==> config.mk <==
export PLATFORM = sky130hd
export DESIGN_NAME = if_fetch_stage
export DESIGN_NICKNAME = d
export VERILOG_FILES = /design/src/rtl/cpu_pkg.sv /design/src/rtl/fetch_buffer.sv /design/src/rtl/if_fetch_stage.sv
export SDC_FILE = /design/constraint.sdc
export NUM_CORES = 1
export LEC_CHECK = 0
export ABC_AREA = 1
export ABC_CLOCK_PERIOD_IN_PS = 4890
export BUFFER_PORTS_ARGS = -buffer_cell sky130_fd_sc_hd__clkbuf_2
export CAP_MARGIN = 40
export CELL_PAD_IN_SITES_DETAIL_PLACEMENT = 1
export CELL_PAD_IN_SITES_GLOBAL_PLACEMENT = 1
export CORE_MARGIN = 2
export CORE_UTILIZATION = 38
export CTS_CLUSTER_SIZE = 12
export DETAILED_ROUTE_END_ITERATION = 16
export PLACE_DENSITY_LB_ADDON = 0.1
export SLEW_MARGIN = 10
export SYNTH_ARGS = -nofsm -noshare
export SYNTH_HDL_FRONTEND = slang
export SYNTH_SLANG_ARGS = --single-unit
==> constraint.sdc <==
create_clock -name clk_IFID -period 4.89 [get_ports clk_IFID]
set_input_delay 0 -clock clk_IFID [delete_from_list [all_inputs] [get_ports clk_IFID]]
set_output_delay 0 -clock clk_IFID [all_outputs]
set_load 0.01 [all_outputs]
==> src/rtl/cpu_pkg.sv <==
// Shared CPU definitions: NOP encoding, reset PC, fetch FSM states and the
// {pc, inst} entry carried from fetch into IF/ID.
package cpu_pkg;
  localparam logic [31:0] NOP_INST         = 32'h0000_0013;
  localparam logic [31:0] RESET_PC_DEFAULT = 32'h0000_0000;

  typedef enum logic [1:0] {IDLE, REQ, DRAIN} fetch_state_t;

  typedef struct packed {
    logic [31:0] pc;
    logic [31:0] inst;
  } fetch_entry_t;
endpackage

==> src/rtl/fetch_buffer.sv <==
// Two-entry FIFO of fetched {pc, inst} pairs; flush wins over push and pop.
module fetch_buffer
  import cpu_pkg::*;
(
  input  logic         clk_IFID,
  input  logic         rst_IFID,
  input  logic         push,
  input  logic         pop,
  input  logic         flush,
  input  fetch_entry_t din,
  output fetch_entry_t head,
  output logic [1:0]   count
);
  fetch_entry_t mem [2];
  logic         rd_ptr, wr_ptr;
  logic         do_pop;

  assign do_pop = pop && (count != 2'd0);
  assign head   = mem[rd_ptr];

  always_ff @(posedge clk_IFID or posedge rst_IFID) begin
    if (rst_IFID) begin
      rd_ptr <= 1'b0;
      wr_ptr <= 1'b0;
      count  <= 2'd0;
    end else if (flush) begin
      rd_ptr <= 1'b0;
      wr_ptr <= 1'b0;
      count  <= 2'd0;
    end else begin
      if (push)   wr_ptr <= ~wr_ptr;
      if (do_pop) rd_ptr <= ~rd_ptr;
      case ({push, do_pop})
        2'b10:   count <= count + 2'd1;
        2'b01:   count <= count - 2'd1;
        default: count <= count;
      endcase
    end
  end

  // Storage needs no reset: count gates every read of it.
  always_ff @(posedge clk_IFID) begin
    if (push && !flush) begin
      mem[wr_ptr] <= din;
      if (!rst_IFID) assert (count != 2'd2);
    end
  end
endmodule

==> src/rtl/if_fetch_stage.sv <==
// Instruction fetch: PC, req/ack to imem, 2-deep buffer feeding IF/ID, and
// redirect handling that drains a stale in-flight response.
module if_fetch_stage
  import cpu_pkg::*;
#(
  parameter logic [31:0] RESET_PC = RESET_PC_DEFAULT
) (
  input  logic        clk_IFID,
  input  logic        rst_IFID,
  input  logic        stall_IF,
  input  logic        redirect_valid,
  input  logic [31:0] redirect_pc,
  output logic        imem_req,
  output logic [31:0] imem_addr,
  input  logic        imem_ack,
  input  logic [31:0] imem_rdata,
  output logic [31:0] pc_out_IF,
  output logic [31:0] inst_out_IF,
  output logic        en_out_IF,
  output logic        valid_out_IF
);
  fetch_state_t state;
  logic [31:0]  fetch_pc, drain_addr;
  logic [1:0]   count;
  fetch_entry_t head, din;
  logic         push, pop, show;

  // count only rises on ack, so a raised request stays up until answered.
  assign imem_req  = ((state == REQ) && (count < 2'd2)) || (state == DRAIN);
  assign imem_addr = (state == DRAIN) ? drain_addr : fetch_pc;

  assign push = (state == REQ) && imem_req && imem_ack && !redirect_valid;
  assign pop  = !stall_IF && (count != 2'd0) && !redirect_valid;
  assign din  = '{pc: fetch_pc, inst: imem_rdata};

  fetch_buffer u_buf (
    .clk_IFID (clk_IFID),
    .rst_IFID (rst_IFID),
    .push     (push),
    .pop      (pop),
    .flush    (redirect_valid),
    .din      (din),
    .head     (head),
    .count    (count)
  );

  always_ff @(posedge clk_IFID or posedge rst_IFID) begin
    if (rst_IFID) begin
      state      <= IDLE;
      fetch_pc   <= RESET_PC;
      drain_addr <= RESET_PC;
    end else begin
      case (state)
        IDLE: begin
          state <= REQ;
          if (redirect_valid) fetch_pc <= redirect_pc;
        end
        REQ: begin
          if (redirect_valid) begin
            fetch_pc <= redirect_pc;
            // Unanswered request: its response is still owed and must be dropped.
            if (imem_req && !imem_ack) begin
              state      <= DRAIN;
              drain_addr <= fetch_pc;
            end
          end else if (push) begin
            fetch_pc <= fetch_pc + 32'd4;
          end
        end
        DRAIN: begin
          if (redirect_valid) fetch_pc <= redirect_pc;
          if (imem_ack)       state    <= REQ;
        end
        default: state <= IDLE;
      endcase
    end
  end

  assign show         = (count != 2'd0) && !redirect_valid;
  assign valid_out_IF = show;
  assign pc_out_IF    = show ? head.pc   : 32'h0;
  assign inst_out_IF  = show ? head.inst : NOP_INST;
  assign en_out_IF    = ~stall_IF | redirect_valid;
endmodule

; ---- Word level (Yosys, flattened, before mapping)
; Memory sizes are Yosys's and may differ from the RTL's.
; Cells that the tools add are included.
[totals]
reg_bits = 70
memories = 1
ramBits = 128
inputBits = 69
[op_classes]
mux = 19
n_addsub = 3
eq_ne = 9
n_lt_le_gt_ge = 1
n_reduce_logical = 24
bitwise = 4
[memory_table]
columns = memory, depth, word_bits, read_ports, rd_ports_with_merged_regs, wr, line
row1 = u_buf.mem, 2, 64, 1, 0, 1, fetch_buffer.sv:14  ; fetch_entry_t mem [2];
[op_table]
columns = cell, count
row1 = 2-to-1 mux 32 bit, 6
row2 = case mux 32 bit (2 select lines), 1
row3 = "adder 32 x 3 -> 32 bit, second input constant", 1
row4 = logical AND 1 bit, 10
row5 = AND reduction 3 bit, 3
row6 = 2-to-1 mux 2 bit, 4
row7 = nonzero test 2 bit, 4
row8 = 2-to-1 mux 1 bit, 6
row9 = case mux 2 bit (3 select lines), 1
row10 = "== test 2 x 1 -> 1 bit, second input constant", 2
row11 = "== test 2 bit, second input constant", 2
row12 = "inequality test 2 x 1 -> 1 bit, second input constant", 2
row13 = "inequality test 2 bit, second input constant", 2
row14 = case mux 2 bit (2 select lines), 1
row15 = zero test 1 bit, 3
row16 = "inequality test 3 x 2 -> 1 bit, second input constant", 1
row17 = NOT 1 bit, 3
row18 = nonzero test 3 bit, 1
row19 = "adder 2 x 1 -> 2 bit, second input constant", 1
row20 = zero test 2 bit, 1
row21 = "< comparator 2 bit, second input constant", 1
row22 = OR reduction 2 bit, 1
row23 = "subtractor 2 x 1 -> 2 bit, second input constant", 1
row24 = logical OR 1 bit, 1
row25 = OR 1 bit, 1

; ---- Longest topological paths before layout
[depth]
ltp_word = 9
mapped_depth = 11
ltp_nobuf = 11

; ---- Cells and area by module
; From an unflattened synthesis, not the netlist that was laid out.
[hier_totals]
cells_unflattened = 1103
hier_area_um2 = 9406.5
[modules_own_cells]
columns = module, cells_each, seq_area_each_um2, area_each_um2, instances
row1 = fetch_buffer, 370, 3943.8, 4883.4, 1
row2 = if_fetch_stage, 733, 1651.6, 4523.1, 1

; ---- Worst setup path before layout
; OpenSTA, ideal clock, no wires.
[synth_path]
kind = register -> register
start = register u_buf.count[1]
end = memory u_buf.mem[0][0] (netlist name), enable pin
arrival_ns = 3.530
synth_period_minus_slack_ns = 4.019
path_stages_with_launch = 6
path_slack_ns = 0.871
path_cell_list = dfrtp_1 -> nor2_2 -> nand3_2 -> nor2_1 -> inv_1 -> nor2_1
[synth_between]
elab_chain_len = 9
[synth_rtl]
columns = item, line
row1 = from (decl), fetch_buffer.sv:12  ; output logic [1:0] count
row2 = from (signal assigned), fetch_buffer.sv:34  ; 2'b10: count <= count + 2'd1;
row3 = from (signal assigned), fetch_buffer.sv:35  ; 2'b01: count <= count - 2'd1;
row4 = from (signal assigned), fetch_buffer.sv:36  ; default: count <= count;
row5 = < comparator 2 bit, if_fetch_stage.sv:29  ; assign imem_req = ((state == REQ) && (count < 2'd2)) || (state == DRAIN);
row6 = logical AND 1 bit, if_fetch_stage.sv:29
row7 = logical OR 1 bit, if_fetch_stage.sv:29
row8 = logical AND 1 bit (3 in a row), if_fetch_stage.sv:32  ; assign push = (state == REQ) && imem_req && imem_ack && !redirect_valid;
row9 = logical AND 1 bit, fetch_buffer.sv:43  ; if (push && !flush) begin
row10 = 2-to-1 mux 1 bit, fetch_buffer.sv:43
row11 = 2-to-1 mux 1 bit (not written as such), fetch_buffer.sv:44  ; mem[wr_ptr] <= din;
row12 = to (decl), fetch_buffer.sv:14
; No other way between the ends.

; ---- Final worst setup path
[layout_path]
start = register u_buf.rd_ptr
end = output inst_out_IF[13]
[layout_between]
elab_chain_len = 2
[layout_rtl]
columns = item, line
row1 = from (decl), fetch_buffer.sv:15  ; logic rd_ptr, wr_ptr;
row2 = from (signal assigned), fetch_buffer.sv:32  ; if (do_pop) rd_ptr <= ~rd_ptr;
row3 = memory read (2 x 64 bit), --
row4 = 2-to-1 mux 32 bit, if_fetch_stage.sv:82  ; assign inst_out_IF = show ? head.inst : NOP_INST;
row5 = to (decl), if_fetch_stage.sv:18  ; output logic [31:0] inst_out_IF,
; No other way between the ends.

==> summary.txt <==
TritonRoute pass-1 iters: 5
DRT antenna net count: 0
Hold wc startpoint: redirect_pc[12]
Setup CP Type: register to primary output
Register area: 5600 um^2
Slew Limit Headroom: 0.424
Hold crit path type: primary input to register
Status: finished, final reports clean
Clock sink total: 198
Die extent in y: 162 um
CTS tree: yes
Worst-Margin Slew: 0.864 ns
FP Rows: 57
Nets@finish: 1262
Die Wd: 162 um
Worst reg-to-reg path cell count: 7
Post-CTS resize count: 0
Io pins: 168
Seq/Total Area, Yosys: 0.593
Final setup viols: 0
Fin util: 0.488
Synth Warn #: 0
Number of synthesized flops with an enable pin: 128
FF-to-FF Start: u_buf.count[1]
Post-synthesis cell type count: 36
Tot Pwr: 6.34 mW
Placed insts: 1431
Critical Path RT: 4.89 ns
RSZ-0062 raised after global routing: false
Vias in the first global route: 7481
Min Hold Slack: 0.0431 ns
Area of the multi-input gates: 3120 um^2
Tmin final: 2.56 ns
Post-DP Area: 10600 um^2
Slew Limit Fails: 0
Pwr/cell area: 534 nW/um^2
Element type at the critical path start: register
Fraction of registers with async set or reset after synthesis: 0.354
Drt wl/cell: 16.7 um
DRC: 0
Fill cells: 2782
Setup tns final: 0 ns
P&R area growth vs syn: 25.8%
Arrival @ worst endpoint: 2.56 ns
Worst setup path start: u_buf.rd_ptr
RD Place Congestion: 0.770
Final period utilization: 0.523
Clk_skew: 0.0149 ns
First-iteration detailed-routing DRC count: 363
Avg Cell Area, Syn: 9.72 um^2
P_leak: 5.48 nW
Layout cells sized above 1: 0.258
Finished Layout Cells: 1528
DPL Wire Length: 17700 um
PnR worst setup slack: 2.33 ns
Max cap viols: 0
Total wire length: 25500 um
Final instance area: 11900 um^2
Maximum VDD drop: 0.206 mV
#FFs+latches synth: 198
Vias per Instance: 4.75
Post-synth top flop: edfxtp_1
IO buf count: 167
Initial antenna violation count: 0
Grt total ovfl: 0
CP Max Fanout: 38
Setup slack at placement: 2.77 ns
First-pass GRT wire length: 40400 um
Total GRT Usage: 0.200
Max Clock Freq: 391 MHz
Starting Density: 0.388
Crit end category: primary output
Core Area: 24300 um^2
Clock tree buffer depth: 2
Hold depth: 5
Mapped cell area: 9440 um^2
N_diodes: 0
Root buffer cell: clkbuf_16
Full die area: 26100 um^2
Clock latency on the worst-skew pair: 0.43 ns
Syn Nets: 1041
Via count: 7262
Final hold violation count: 0
Most frequent cells in the layout: 264 x nand2_1, 167 x clkbuf_2, 130 x inv_1
Worst-path clk slew: 0.08 ns
Largest net degree at the start of global routing: 55
Num CTS Buffers: 17
Gate Count Post-Synth: 971
Number of H-tree levels: 4
Leading cell type in the layout, fill and taps excluded: nand2_1
==> report_power, final <==
group / switching [mW] / internal [mW] / total (mW)
clock network: 0.670 / 0.777 / 1.45
logic: 1.34 / 0.819 / 2.16
registers: 0.483 / 2.25 / 2.74
==> critical path, cell delays in order (launching register included) <==
cell	delay, ns
dfrtp_2	0.93
buf_4	0.53
mux2_2	0.39
nand2_1	0.06
inv_1	0.05
clkbuf_2	0.13
==> path summary, 6_finish.rpt <==
path	to	slack, ns
setup / recovery	inst_out_IF[13]	2.33
hold / removal	fetch_pc[12]	0.04
setup reg to reg	u_buf.mem[0][57]	2.84
hold reg to reg	drain_addr[15]	0.48
max in group asynchronous	drain_addr[21]	3.73
min in group asynchronous	drain_addr[15]	0.08
==> repair_timing <==
item	4_1_cts	5_1_grt
setup endpoints to repair	0	0
setup buffers	0	0
hold endpoints to repair	114	0
hold buffers	66	0
==> logic make-up after synthesis <==
| group | count (synthesis) | synth area share |
|---|---|---|
| xor gates and xnor gates | 3 | 0.00278 |
| AOI/OAI and AO/OA | 118 | 0.0689 |
| adders and majority gates | 1 | 0.00133 |
| muxes | 63 | 0.0752 |
| buffers and inverters | 176 | 0.0790 |
| DFF | 198 | 0.593 |
| and+or+nand+nor | 412 | 0.180 |
==> Yosys cell counts (4+ instances only) <==
master | number | area share
a21oi_1 | 27 | 0.014
edfxtp_1 | 128 | 0.41
nor2_2 | 4 | 0.0027
o21ai_2 | 10 | 0.0093
o211ai_1 | 4 | 0.0032
inv_1 | 131 | 0.052
mux2_2 | 63 | 0.075
nand2_1 | 265 | 0.11
nand3_1 | 34 | 0.018
dfrtp_1 | 70 | 0.19
buf_2 | 25 | 0.013
nand2_2 | 6 | 0.0040
clkbuf_1 | 4 | 0.0016
nor2_1 | 88 | 0.035
buf_4 | 7 | 0.0056
o21ai_0 | 67 | 0.036
==> metal layers <==
metal / track usage / share of wire
met5: 0 / 0
met4: 0.0418 / 0.0076
met3: 0.0231 / 0.030
met2: 0.346 / 0.49
met1: 0.272 / 0.47
==> state kept, by name, summed over array words and instances, names as in the netlist <==
register and count:
u_buf.mem 128, drain_addr 32, fetch_pc 32, state 2, u_buf.count 2, u_buf.rd_ptr 1, u_buf.wr_ptr 1
==> layout make-up <==
cell class,count,area share
sequential,198,0.471
multi-input combinational,597,0.263
timing repair buffer,243,0.137
inverter,135,0.0429
clock buffer,17,0.0358
tap,324,0.0342
clock inverter,14,0.0154
Power figures use the tool's default switching activity.
